$ cat src/rtl/accel_sched_pkg.sv
// Shared constants and types for the CV-X-IF accelerator offload scheduler.
package accel_sched_pkg;
  localparam int SCHED_XLEN = 32;
  localparam int SCHED_ID_W = 4;
  localparam logic [6:0] CUSTOM0_OPC = 7'b0001011;

  typedef enum logic [1:0] {IDLE, START, WAIT, RESP} sched_state_e;

  typedef struct packed {
    logic [SCHED_ID_W-1:0] id;
    logic [9:0]            funct;
    logic [SCHED_XLEN-1:0] rs1;
    logic [SCHED_XLEN-1:0] rs2;
    logic                  committed;
  } entry_t;

  function automatic logic is_custom0(input logic [6:0] opcode);
    return opcode == CUSTOM0_OPC;
  endfunction
endpackage

$ cat src/rtl/accel_sched_queue.sv
// Ordered pending-instruction queue: id-search commit/kill with in-order
// compaction, head peek/pop, flush and a full flag.
module accel_sched_queue
  import accel_sched_pkg::*;
#(
  parameter int DEPTH = 4
) (
  input  logic                  clk_i,
  input  logic                  rst_i,
  input  logic                  enq_i,
  input  entry_t                enq_entry_i,
  input  logic                  commit_valid_i,
  input  logic [SCHED_ID_W-1:0] commit_id_i,
  input  logic                  commit_kill_i,
  input  logic                  flush_i,
  input  logic                  pop_i,
  output entry_t                head_o,
  output logic                  head_valid_o,
  output logic                  full_o
);
  localparam int AW = $clog2(DEPTH);
  localparam int CW = AW + 1;

  entry_t           slots_q [DEPTH];
  entry_t           slots_d [DEPTH];
  entry_t           work    [DEPTH];
  logic [DEPTH-1:0] keep;
  logic [CW-1:0]    count_q;
  logic [CW-1:0]    count_d;
  logic [CW-1:0]    wr;

  // NOTE: every variable written here gets a default first, so no path leaves
  // one unassigned and no latch is inferred.
  always_comb begin
    work    = slots_q;
    slots_d = slots_q;
    keep    = '0;
    wr      = '0;
    for (int i = 0; i < DEPTH; i++) begin
      keep[i] = CW'(i) < count_q;
      if (enq_i && CW'(i) == count_q) begin
        work[i] = enq_entry_i;
        keep[i] = 1'b1;
      end
      // The new entry is visible to the search, so a same-cycle commit lands on it.
      if (keep[i] && commit_valid_i && work[i].id == commit_id_i) begin
        if (commit_kill_i) keep[i] = 1'b0;
        else               work[i].committed = 1'b1;
      end
    end
    if (pop_i) keep[0] = 1'b0;
    for (int i = 0; i < DEPTH; i++) begin
      if (keep[i]) begin
        slots_d[wr[AW-1:0]] = work[i];
        wr = wr + CW'(1);
      end
    end
    count_d = flush_i ? '0 : wr;
  end

  // NOTE: only the occupancy count is reset; slot contents beyond the count are
  // never read, so the storage array carries no reset.
  always_ff @(posedge clk_i) begin
    slots_q <= slots_d;
  end

  always_ff @(posedge clk_i or posedge rst_i) begin
    if (rst_i) count_q <= '0;
    else       count_q <= count_d;
  end

  assign head_o       = slots_q[0];
  assign head_valid_o = count_q != '0;
  assign full_o       = count_q == CW'(DEPTH);
endmodule

$ cat src/rtl/accel_offload_sched.sv
// CV-X-IF offload scheduler for one multi-cycle accelerator: queue, start on commit, return result.
// Optional ACCEL_SCHED_PERF_EN adds saturating perf_ops_o / perf_stall_o counters.
module accel_offload_sched
  import accel_sched_pkg::*;
#(
  parameter int XLEN  = SCHED_XLEN,
  parameter int ID_W  = SCHED_ID_W,
  parameter int DEPTH = 4
) (
  input  logic            clk_i,
  input  logic            rst_i,
  input  logic            issue_valid_i,
  output logic            issue_ready_o,
  input  logic [31:0]     issue_instr_i,
  input  logic [ID_W-1:0] issue_id_i,
  input  logic [XLEN-1:0] issue_rs1_i,
  input  logic [XLEN-1:0] issue_rs2_i,
  output logic            issue_accept_o,
  input  logic            commit_valid_i,
  input  logic [ID_W-1:0] commit_id_i,
  input  logic            commit_kill_i,
  input  logic            flush_i,
  output logic            acc_start_o,
  output logic [9:0]      acc_funct_o,
  output logic [XLEN-1:0] acc_a_o,
  output logic [XLEN-1:0] acc_b_o,
  input  logic            acc_done_i,
  input  logic [XLEN-1:0] acc_result_i,
  output logic            result_valid_o,
  input  logic            result_ready_i,
  output logic [ID_W-1:0] result_id_o,
  output logic [XLEN-1:0] result_data_o
`ifdef ACCEL_SCHED_PERF_EN
 ,output logic [31:0]     perf_ops_o,
  output logic [31:0]     perf_stall_o
`endif
);
  sched_state_e    state_q;
  logic            discard_q;
  logic [ID_W-1:0] op_id_q;
  entry_t          enq_entry;
  entry_t          head;
  logic            head_valid;
  logic            full;
  logic            enq;
  logic            launch;
  logic            unused_instr;

  assign unused_instr   = ^{issue_instr_i[24:15], issue_instr_i[11:7]};
  assign issue_ready_o  = !full;
  assign issue_accept_o = issue_valid_i && is_custom0(issue_instr_i[6:0]);
  assign enq            = issue_accept_o && issue_ready_o && !flush_i;

  assign enq_entry = '{id:        issue_id_i,
                       funct:     {issue_instr_i[31:25], issue_instr_i[14:12]},
                       rs1:       issue_rs1_i,
                       rs2:       issue_rs2_i,
                       committed: 1'b0};

  // Launching straight out of a RESP handshake gives back-to-back starts.
  assign launch = head_valid && head.committed && !flush_i &&
                  (state_q == IDLE || (state_q == RESP && result_ready_i));

  accel_sched_queue #(.DEPTH(DEPTH)) u_queue (
    .clk_i          (clk_i),
    .rst_i          (rst_i),
    .enq_i          (enq),
    .enq_entry_i    (enq_entry),
    .commit_valid_i (commit_valid_i),
    .commit_id_i    (commit_id_i),
    .commit_kill_i  (commit_kill_i),
    .flush_i        (flush_i),
    .pop_i          (launch),
    .head_o         (head),
    .head_valid_o   (head_valid),
    .full_o         (full)
  );

  // NOTE: sequential state uses non-blocking assignments so every register
  // samples pre-edge values regardless of statement order.
  always_ff @(posedge clk_i or posedge rst_i) begin
    if (rst_i) begin
      state_q        <= IDLE;
      discard_q      <= 1'b0;
      op_id_q        <= '0;
      acc_start_o    <= 1'b0;
      acc_funct_o    <= '0;
      acc_a_o        <= '0;
      acc_b_o        <= '0;
      result_valid_o <= 1'b0;
      result_id_o    <= '0;
      result_data_o  <= '0;
    end else begin
      acc_start_o <= 1'b0;
      if (launch) begin
        acc_start_o <= 1'b1;
        acc_funct_o <= head.funct;
        acc_a_o     <= head.rs1;
        acc_b_o     <= head.rs2;
        op_id_q     <= head.id;
        discard_q   <= 1'b0;
      end
      case (state_q)
        IDLE: if (launch) state_q <= START;
        START: begin
          state_q <= WAIT;
          if (flush_i) discard_q <= 1'b1;
        end
        WAIT: begin
          if (acc_done_i) begin
            // A flushed op still has to finish; its result is simply dropped.
            if (discard_q || flush_i) begin
              state_q <= IDLE;
            end else begin
              result_valid_o <= 1'b1;
              result_id_o    <= op_id_q;
              result_data_o  <= acc_result_i;
              state_q        <= RESP;
            end
          end else if (flush_i) begin
            discard_q <= 1'b1;
          end
        end
        RESP: begin
          if (result_ready_i) begin
            result_valid_o <= 1'b0;
            state_q        <= launch ? START : IDLE;
          end
        end
        default: state_q <= IDLE;
      endcase
    end
  end

`ifdef ACCEL_SCHED_PERF_EN
  logic [31:0] ops_q;
  logic [31:0] stall_q;

  always_ff @(posedge clk_i or posedge rst_i) begin
    if (rst_i) begin
      ops_q   <= '0;
      stall_q <= '0;
    end else begin
      if (state_q == RESP && result_ready_i && ops_q != '1) ops_q <= ops_q + 32'd1;
      if (issue_valid_i && !issue_ready_o && stall_q != '1) stall_q <= stall_q + 32'd1;
    end
  end

  assign perf_ops_o   = ops_q;
  assign perf_stall_o = stall_q;
`endif
endmodule

$ cat config.mk
export PLATFORM = sky130hd
export DESIGN_NAME = accel_offload_sched
export DESIGN_NICKNAME = d
export VERILOG_FILES = /design/src/rtl/accel_sched_pkg.sv /design/src/rtl/accel_sched_queue.sv /design/src/rtl/accel_offload_sched.sv
export SDC_FILE = /design/constraint.sdc
export NUM_CORES = 1
export LEC_CHECK = 0
export CAP_MARGIN = 20
export CORE_MARGIN = 3
export CORE_UTILIZATION = 35
export CTS_CLUSTER_DIAMETER = 200
export DETAILED_ROUTE_END_ITERATION = 10
export GPL_ROUTABILITY_DRIVEN = 0
export GPL_TIMING_DRIVEN = 0
export PLACE_DENSITY_LB_ADDON = 0.08
export SKIP_CTS_REPAIR_TIMING = 1
export SKIP_LAST_GASP = 1
export SLEW_MARGIN = 20
export SYNTH_ARGS = -nofsm -noshare
export SYNTH_HDL_FRONTEND = slang
export SYNTH_SLANG_ARGS = --single-unit
$ cat constraint.sdc
create_clock -name clk_i -period 6.08 [get_ports clk_i]
set_input_delay 1.52 -clock clk_i [delete_from_list [all_inputs] [get_ports clk_i]]
set_output_delay 1.52 -clock clk_i [all_outputs]
set_load 0.01 [all_outputs]
==> results of run 1 <==
==> cells in the mapped netlist, drive strengths merged, types with 3 or more instances <==
master and count:
ha 7, buf 84, or4 3, dfrtp 122, nand3 134, a31oi 8
nor3 69, nor4 7, nand2 22, xor2 5, o21ai 99, nand2b 3
o211ai 79, nor2 17, a31o 13, a221o 12, nand4 14, xnor2 4
a21boi 8, o32a 3, mux2i 515, o41ai 74, clkbuf 168, mux2 173
o31ai 12, and2 4, or3 100, inv 29, nor2b 5, a21oi 39
and3 149, o22ai 5, nor4b 3, a211oi 9, o221ai 72, o211a 7
dfxtp 316, or4b 3
==> power breakdown <==
group | internal (mW) | switching, mW | total [mW] | leakage (nW)
registers | 3.03 | 0.0832 | 3.12 | 4.19
clock network | 2.00 | 1.36 | 3.36 | 0.905
logic | 0.419 | 0.310 | 0.729 | 8.56
total | 5.45 | 1.76 | 7.21 | 13.7
==> flip-flops by register name, summed over array words and instances, names as in the netlist <==
register         flops
acc_a_o             32
acc_b_o             32
acc_funct_o         10
acc_start_o          1
discard_q            1
op_id_q              4
result_data_o       32
result_id_o          4
result_valid_o       1
state_q              2
u_queue.count_q      3
u_queue.head_o      79
u_queue.slots_q    237
==> metal layers <==
| layer | track usage [%] | wire [µm] | share of wire [%] |
|---|---|---|---|
| met1 | 36.4 | 44000 | 43 |
| met3 | 4.95 | 8280 | 8.1 |
| met4 | 11.1 | 4400 | 4.3 |
| met2 | 42.3 | 45800 | 45 |
| met5 | 0 | 0 | 0 |
==> per-stage QoR <==
stage               hold slack (ps)  TNS (ps)  util (%)
floorplan                       453         0         -
global placement                462   -906850      40.7
detailed placement              468   -590210      40.8
CTS                             483   -385430      43.5
global route                    505         0      43.7
finish                          484         0      43.7
==> cell type report <==
class,count,area (µm²)
fillers,6703,38800
clock inverters,21,228
repair buffers,246,2500
diodes,2,5.00
plain buffers,250,1190
well taps,931,1160
inverters,30,124
flip-flops and latches,438,9380
clock buffers,81,1610
multi-input cells,1707,13900
==> cell families after synthesis <==
logic type / after synthesis / share of synthesized area (%)
compound gates: 462 / 13.9
simple gates: 541 / 12.9
xor+xnor: 9 / 0.322
fa+ha+maj: 7 / 0.358
flops: 438 / 38.3
mux: 688 / 29.0
buf+inv: 282 / 5.18
==> worst paths after layout <==
| check | startpoint | to | slack (ps) | cells past startpoint |
|---|---|---|---|---|
| hold reg to reg | u_queue.head_o[64]$_DFF_P_ | acc_a_o[31]$_DFFE_PP0P_ | 480 | 1 |
| setup reg to reg | u_queue.count_q[1]$_DFF_PP0_ | u_queue.slots_q[206]$_DFF_P_ | 680 | 14 |
| setup / recovery | issue_instr_i[5] | u_queue.slots_q[206]$_DFF_P_ | 5 | 16 |
| max in group asynchronous | rst_i | acc_a_o[26]$_DFFE_PP0P_ | 4040 | 3 |
| hold / removal | u_queue.head_o[64]$_DFF_P_ | acc_a_o[31]$_DFFE_PP0P_ | 480 | 1 |
| min in group asynchronous | rst_i | acc_b_o[13]$_DFFE_PP0P_ | 1270 | 2 |
==> qor.yml, run 1 <==
p_leak_nw: 13.7
die_y_um: 271
start_kind: "input pin"
clkLatencyLatePin_ps: 640
worstPathRequired_ps: 6570
placedCellCount: 3600
synth_edf_count: 0
timing_worst_setup_path_type: "in2reg"
peakVddDrop_mv: 0.192
cts_tree: "yes"
coreArea_mm2: 0.0689
grt.total_usage_pct: 26.9
drtAntennaViolNets: 0
dp_hpwl_um: 70000
ys_top_cells_by_area: "dfxtp_1 26%, mux2i_1 21%, dfrtp_1 12%"
grt_remaining_overflow: 0
period_needed_ps: 6080
layout.cells.non_filler: 3706
clock_path_buffers: 3
drtIter0Drc: 2326
outcome: "finished with violations"
worstMarginPinSlew_ps: 1180
place_ws_ps: -2320
cts.clk_slew.worst_paths_ps: 60
fin_skew_ps: 34.7
grt_pass1_vias: 22700
clock.fmax_mhz: 165
start_util_pct: 35.5
drv_slew: 0
hold_viol_final: 0
layout_commonest_cell: "mux2i_1"
synth_area_mm2: 0.0245
path_cells: "clkdlybuf4s50_1 > or4b_4 > buf_2 > nor4_1 > o21a_1 > nand4_1 > buf_4 > nand2_4 > clkbuf_4 > clkbuf_4 > ha_1 > clkbuf_4 > nand3_2 > buf_1 > a31o_2 > mux2i_1"
cts-root-buf: "clkbuf_16"
detail_route.wl_per_cell_um: 27.7
fp.dieW_um: 271
final_cell_mix: "515 x mux2i_1, 316 x dfxtp_1, 239 x clkdlybuf4s50_1"
fin_ws_ps: 4.82
synth.ff_latch_count: 438
yosysWarnings: 0
clkSinkCount: 438
viasPerCell: 6.09
worst-path-buf-inv: 7
grt_pass1_wl_um: 150000
port-buffer-count: 239
synth_nets: 2578
synth_async_sr_flop_share_pct: 27.9
finalSetupViolations: 0
p_total_mw: 7.21
fin_nets: 2878
violations: "design-rule violations"
cts_made_buffers: 54
crit_family: "buffers and inverters"
crit_path_max_fanout: 10
rsz0062_at_grt: "false"
yosys.area.top_type_share_pct: 25.8
cap_violations: 0
syn_to_final_growth_pct: 23.1
endpoint_kind: "flip-flop"
syn_inst: 2427
routed_wl_um: 102000
slowest_stage: "buf_1"
hold_class: "reg2reg"
synth_cell_types: 82
antenna_found_initial: 4
synth_ff_type: "dfxtp_1"
pin_count: 258
drtPass1Iterations: 9
power_density_mw_per_mm2: 239
min_period_over_period_pct: 99.9
placed_area_mm2: 0.0282
die_area_mm2: 0.0732
max_stage_delay_ps: 760
arrival_ps: 6570
drc: 1
rows: 96
vias: 22600
grt_max_degree: 82
max_slew_margin_pct: 21.2
cts-htree-levels: 2
synth_top_area_cell: "dfxtp_1"
syn_avg_cell_area_um2: 10.1
crit_path_frequent_cell: "clkbuf_4"
layout-drive-gt1-share_pct: 14.1
fin_area_mm2: 0.0301
ys_seq_area_share_pct: 38.3
Power figures use the tool's default switching activity.
==> run 2, diff against run 1 <==
==> constraint.sdc (replaced) <==
create_clock -name clk_i -period 5.9 [get_ports clk_i]
set_input_delay 1.475 -clock clk_i [delete_from_list [all_inputs] [get_ports clk_i]]
set_output_delay 1.475 -clock clk_i [all_outputs]
set_load 0.01 [all_outputs]
==> run 2 against run 1 <==
The flow now finishes without violations. Core utilization about the same. Clock power up 3%. Worst hold slack worse by 0.62 ps. Via count up 0.24%. Sequential power up 3%. Setup slack better by 50 ps. Design area about the same. Sequential share of layout area about the same. Flip-flop and latch count unchanged. Clock skew down 2.4 ps. Count of clock-buffer cells in the layout unchanged. Non-clock buffer count up 1. Highest routed layer unchanged.
==> qor.yml, run 2 (synthesis gave the netlist of run 1 again) <==
viasPerCell: 6.10  # +0.22%
worst-path-buf-inv: 9  # +2
final_cell_mix: "515 x mux2i_1, 316 x dfxtp_1, 239 x clkdlybuf4s50_1"
hold_class: "reg2reg"
pin_count: 258  # unchanged
grt_max_degree: 82  # unchanged
clock_path_buffers: 3  # unchanged
hold_viol_final: 0  # unchanged
syn_to_final_growth_pct: 23.2  # about the same
coreArea_mm2: 0.0689  # unchanged
cap_violations: 0  # unchanged
drtPass1Iterations: 7  # -2
cts-htree-levels: 2  # unchanged
fin_util_pct: 43.8  # about the same
arrival_ps: 6380  # -190 ps
worstMarginPinSlew_ps: 1190  # +11.9 ps
start_kind: "input pin"
grt_pass1_vias: 22700  # unchanged
layout.cells.non_filler: 3707  # +0.027%
fp.dieW_um: 271  # unchanged
drv_slew: 0  # unchanged
fin_skew_ps: 32.3  # -2.44 ps
grt_pass1_wl_um: 150000  # unchanged
vias: 22600  # +0.24%
endpoint_kind: "flip-flop"
max_slew_margin_pct: 20.4  # -0.79 points
antenna_found_initial: 5  # +1
slowest_stage: "or4b_4"
cp_num_cells: 18  # +2
start_util_pct: 35.5  # unchanged
timing_worst_setup_path_type: "in2reg"
place_ws_ps: -2460  # -135 ps
placedCellCount: 3600  # unchanged
grt_remaining_overflow: 0  # unchanged
fillers: 6700  # -0.045%
gr-max-usage-layer: "met2"
die_y_um: 271  # unchanged
path_cells: "clkdlybuf4s50_1 > or4b_4 > buf_2 > nor4_1 > o21a_1 > nand4_1 > buf_4 > nand2_4 > buf_4 > buf_4 > ha_1 > clkbuf_4 > a211oi_1 > a32oi_1 > clkbuf_4 > clkbuf_4 > buf_4 > mux2i_1"
seqCellArea_mm2: 0.00938  # unchanged
worstPathRequired_ps: 6440  # -130 ps
period_needed_ps: 5840
fin_ws_ps: 55.1  # +50.3 ps
routed_wl_um: 103000  # +0.14%
use_met3_pct: 4.95  # unchanged
outcome: "finished, final reports clean"
power_density_mw_per_mm2: 246  # +3.0%
layout-drive-gt1-share_pct: 14.2  # +0.14 points
regMostFlops: "u_queue.slots_q"
cts-root-buf: "clkbuf_16"
grt.total_usage_pct: 26.9  # unchanged
gr-usage-met1_pct: 36.4  # unchanged
layout_commonest_cell: "mux2i_1"
drtAntennaViolNets: 0  # unchanged
cts_made_buffers: 54  # unchanged
clock.fmax_mhz: 171
die_area_mm2: 0.0732  # unchanged
crit_path_frequent_cell: "buf_4"
port-buffer-count: 239  # unchanged
drc: 0  # -1
reg2reg_depth: 16  # +2
crit_family: "buffers and inverters"
clkLatencyLatePin_ps: 640  # about the same
detail_route.wl_per_cell_um: 27.7  # +0.11%
drtIter0Drc: 2383  # +2.5%
rsz0062_at_grt: "false"
cts.clk_slew.worst_paths_ps: 60  # about the same
finalSetupViolations: 0  # unchanged
largest_register_ff_count: 237  # unchanged
p_leak_nw: 13.7  # +0.13%
clkSinkCount: 438  # unchanged
cts_tree: "yes"
multi_input_area_mm2: 0.0139  # unchanged
min_period_over_period_pct: 99.1
crit_path_max_fanout: 10  # unchanged
dp_hpwl_um: 70000  # unchanged
rows: 96  # unchanged
peakVddDrop_mv: 0.197  # +2.5%
gr-usage-met2_pct: 42.3  # unchanged
hold_depth: 1  # unchanged
fin_nets: 2879  # +0.035%
max_stage_delay_ps: 610  # -150 ps
==> run 2: cell count changes in the layout (fill, tap and decap cells not counted) <==
cell      delta
buf_6        +3
buf_1        -2
buf_2        +1
clkbuf_1     -1
clkbuf_2     +1
clkbuf_4     -1
==> run 2: worst reg2reg max path: stages (launching register included) <==
cell and delay (ps):
dfrtp_1 400, clkbuf_1 210, nor3_1 800, nor3_1 180
clkbuf_2 380, a21oi_4 370, nand2_4 180, buf_4 250
buf_4 230, ha_1 400, clkbuf_4 310, a211oi_1 80
a32oi_1 230, clkbuf_4 310, clkbuf_4 320, buf_4 300
mux2i_1 230
==> run 2: where the power goes <==
group          internal, mW  switching (mW)  total [mW]
Sequential             3.12          0.0857        3.21
Combinational         0.432           0.320       0.751
Clock                  2.06            1.41        3.47
==> run 2: final timing paths <==
check                                                  start                     endpoint  slack, ps
worst max-delay path                        issue_instr_i[5]  u_queue.slots_q[75]$_DFF_P_         60
worst max register to register  u_queue.count_q[1]$_DFF_PP0_  u_queue.slots_q[75]$_DFF_P_        650
worst min register to register    u_queue.head_o[64]$_DFF_P_      acc_a_o[31]$_DFFE_PP0P_        480
max in group asynchronous                              rst_i      acc_a_o[26]$_DFFE_PP0P_       3900
min in group asynchronous                              rst_i      acc_b_o[13]$_DFFE_PP0P_       1230
worst min-delay path              u_queue.head_o[64]$_DFF_P_      acc_a_o[31]$_DFFE_PP0P_        480
==> run 2: through the flow <==
stage | hold slack (ps) | setup TNS (ps) | cell area [µm²] | total power, mW
2_1_floorplan | 453 | 0 | 24500 | 3.58
3_3_place_gp | 462 | -966380 | 28100 | 4.01
3_5_place_dp | 468 | -633280 | 28200 | 4.03
4_1_cts | 483 | -428500 | 30000 | 7.51
5_1_grt | 505 | 0 | 30200 | 7.68
6_report | 484 | 0 | 30200 | 7.43
==> run 2: cell type report <==
type	count	area share (%)
antenna	2	0.0166
buffer	251	4.03
clock buffer	81	5.35
clock inverter	21	0.755
inverter	30	0.411
multi-input combinational	1707	46.2
sequential	438	31.1
tap	931	3.86
timing repair buffer	246	8.29
==> run 2: routing by layer <==
metal	vias to the layer above	share of wire, %	wire length [µm]
met2	1165	45	46000
met5	-	0	0
li1	9944	-	-
met4	0	4.3	4400
met1	11300	43	44300
met3	261	7.8	7960
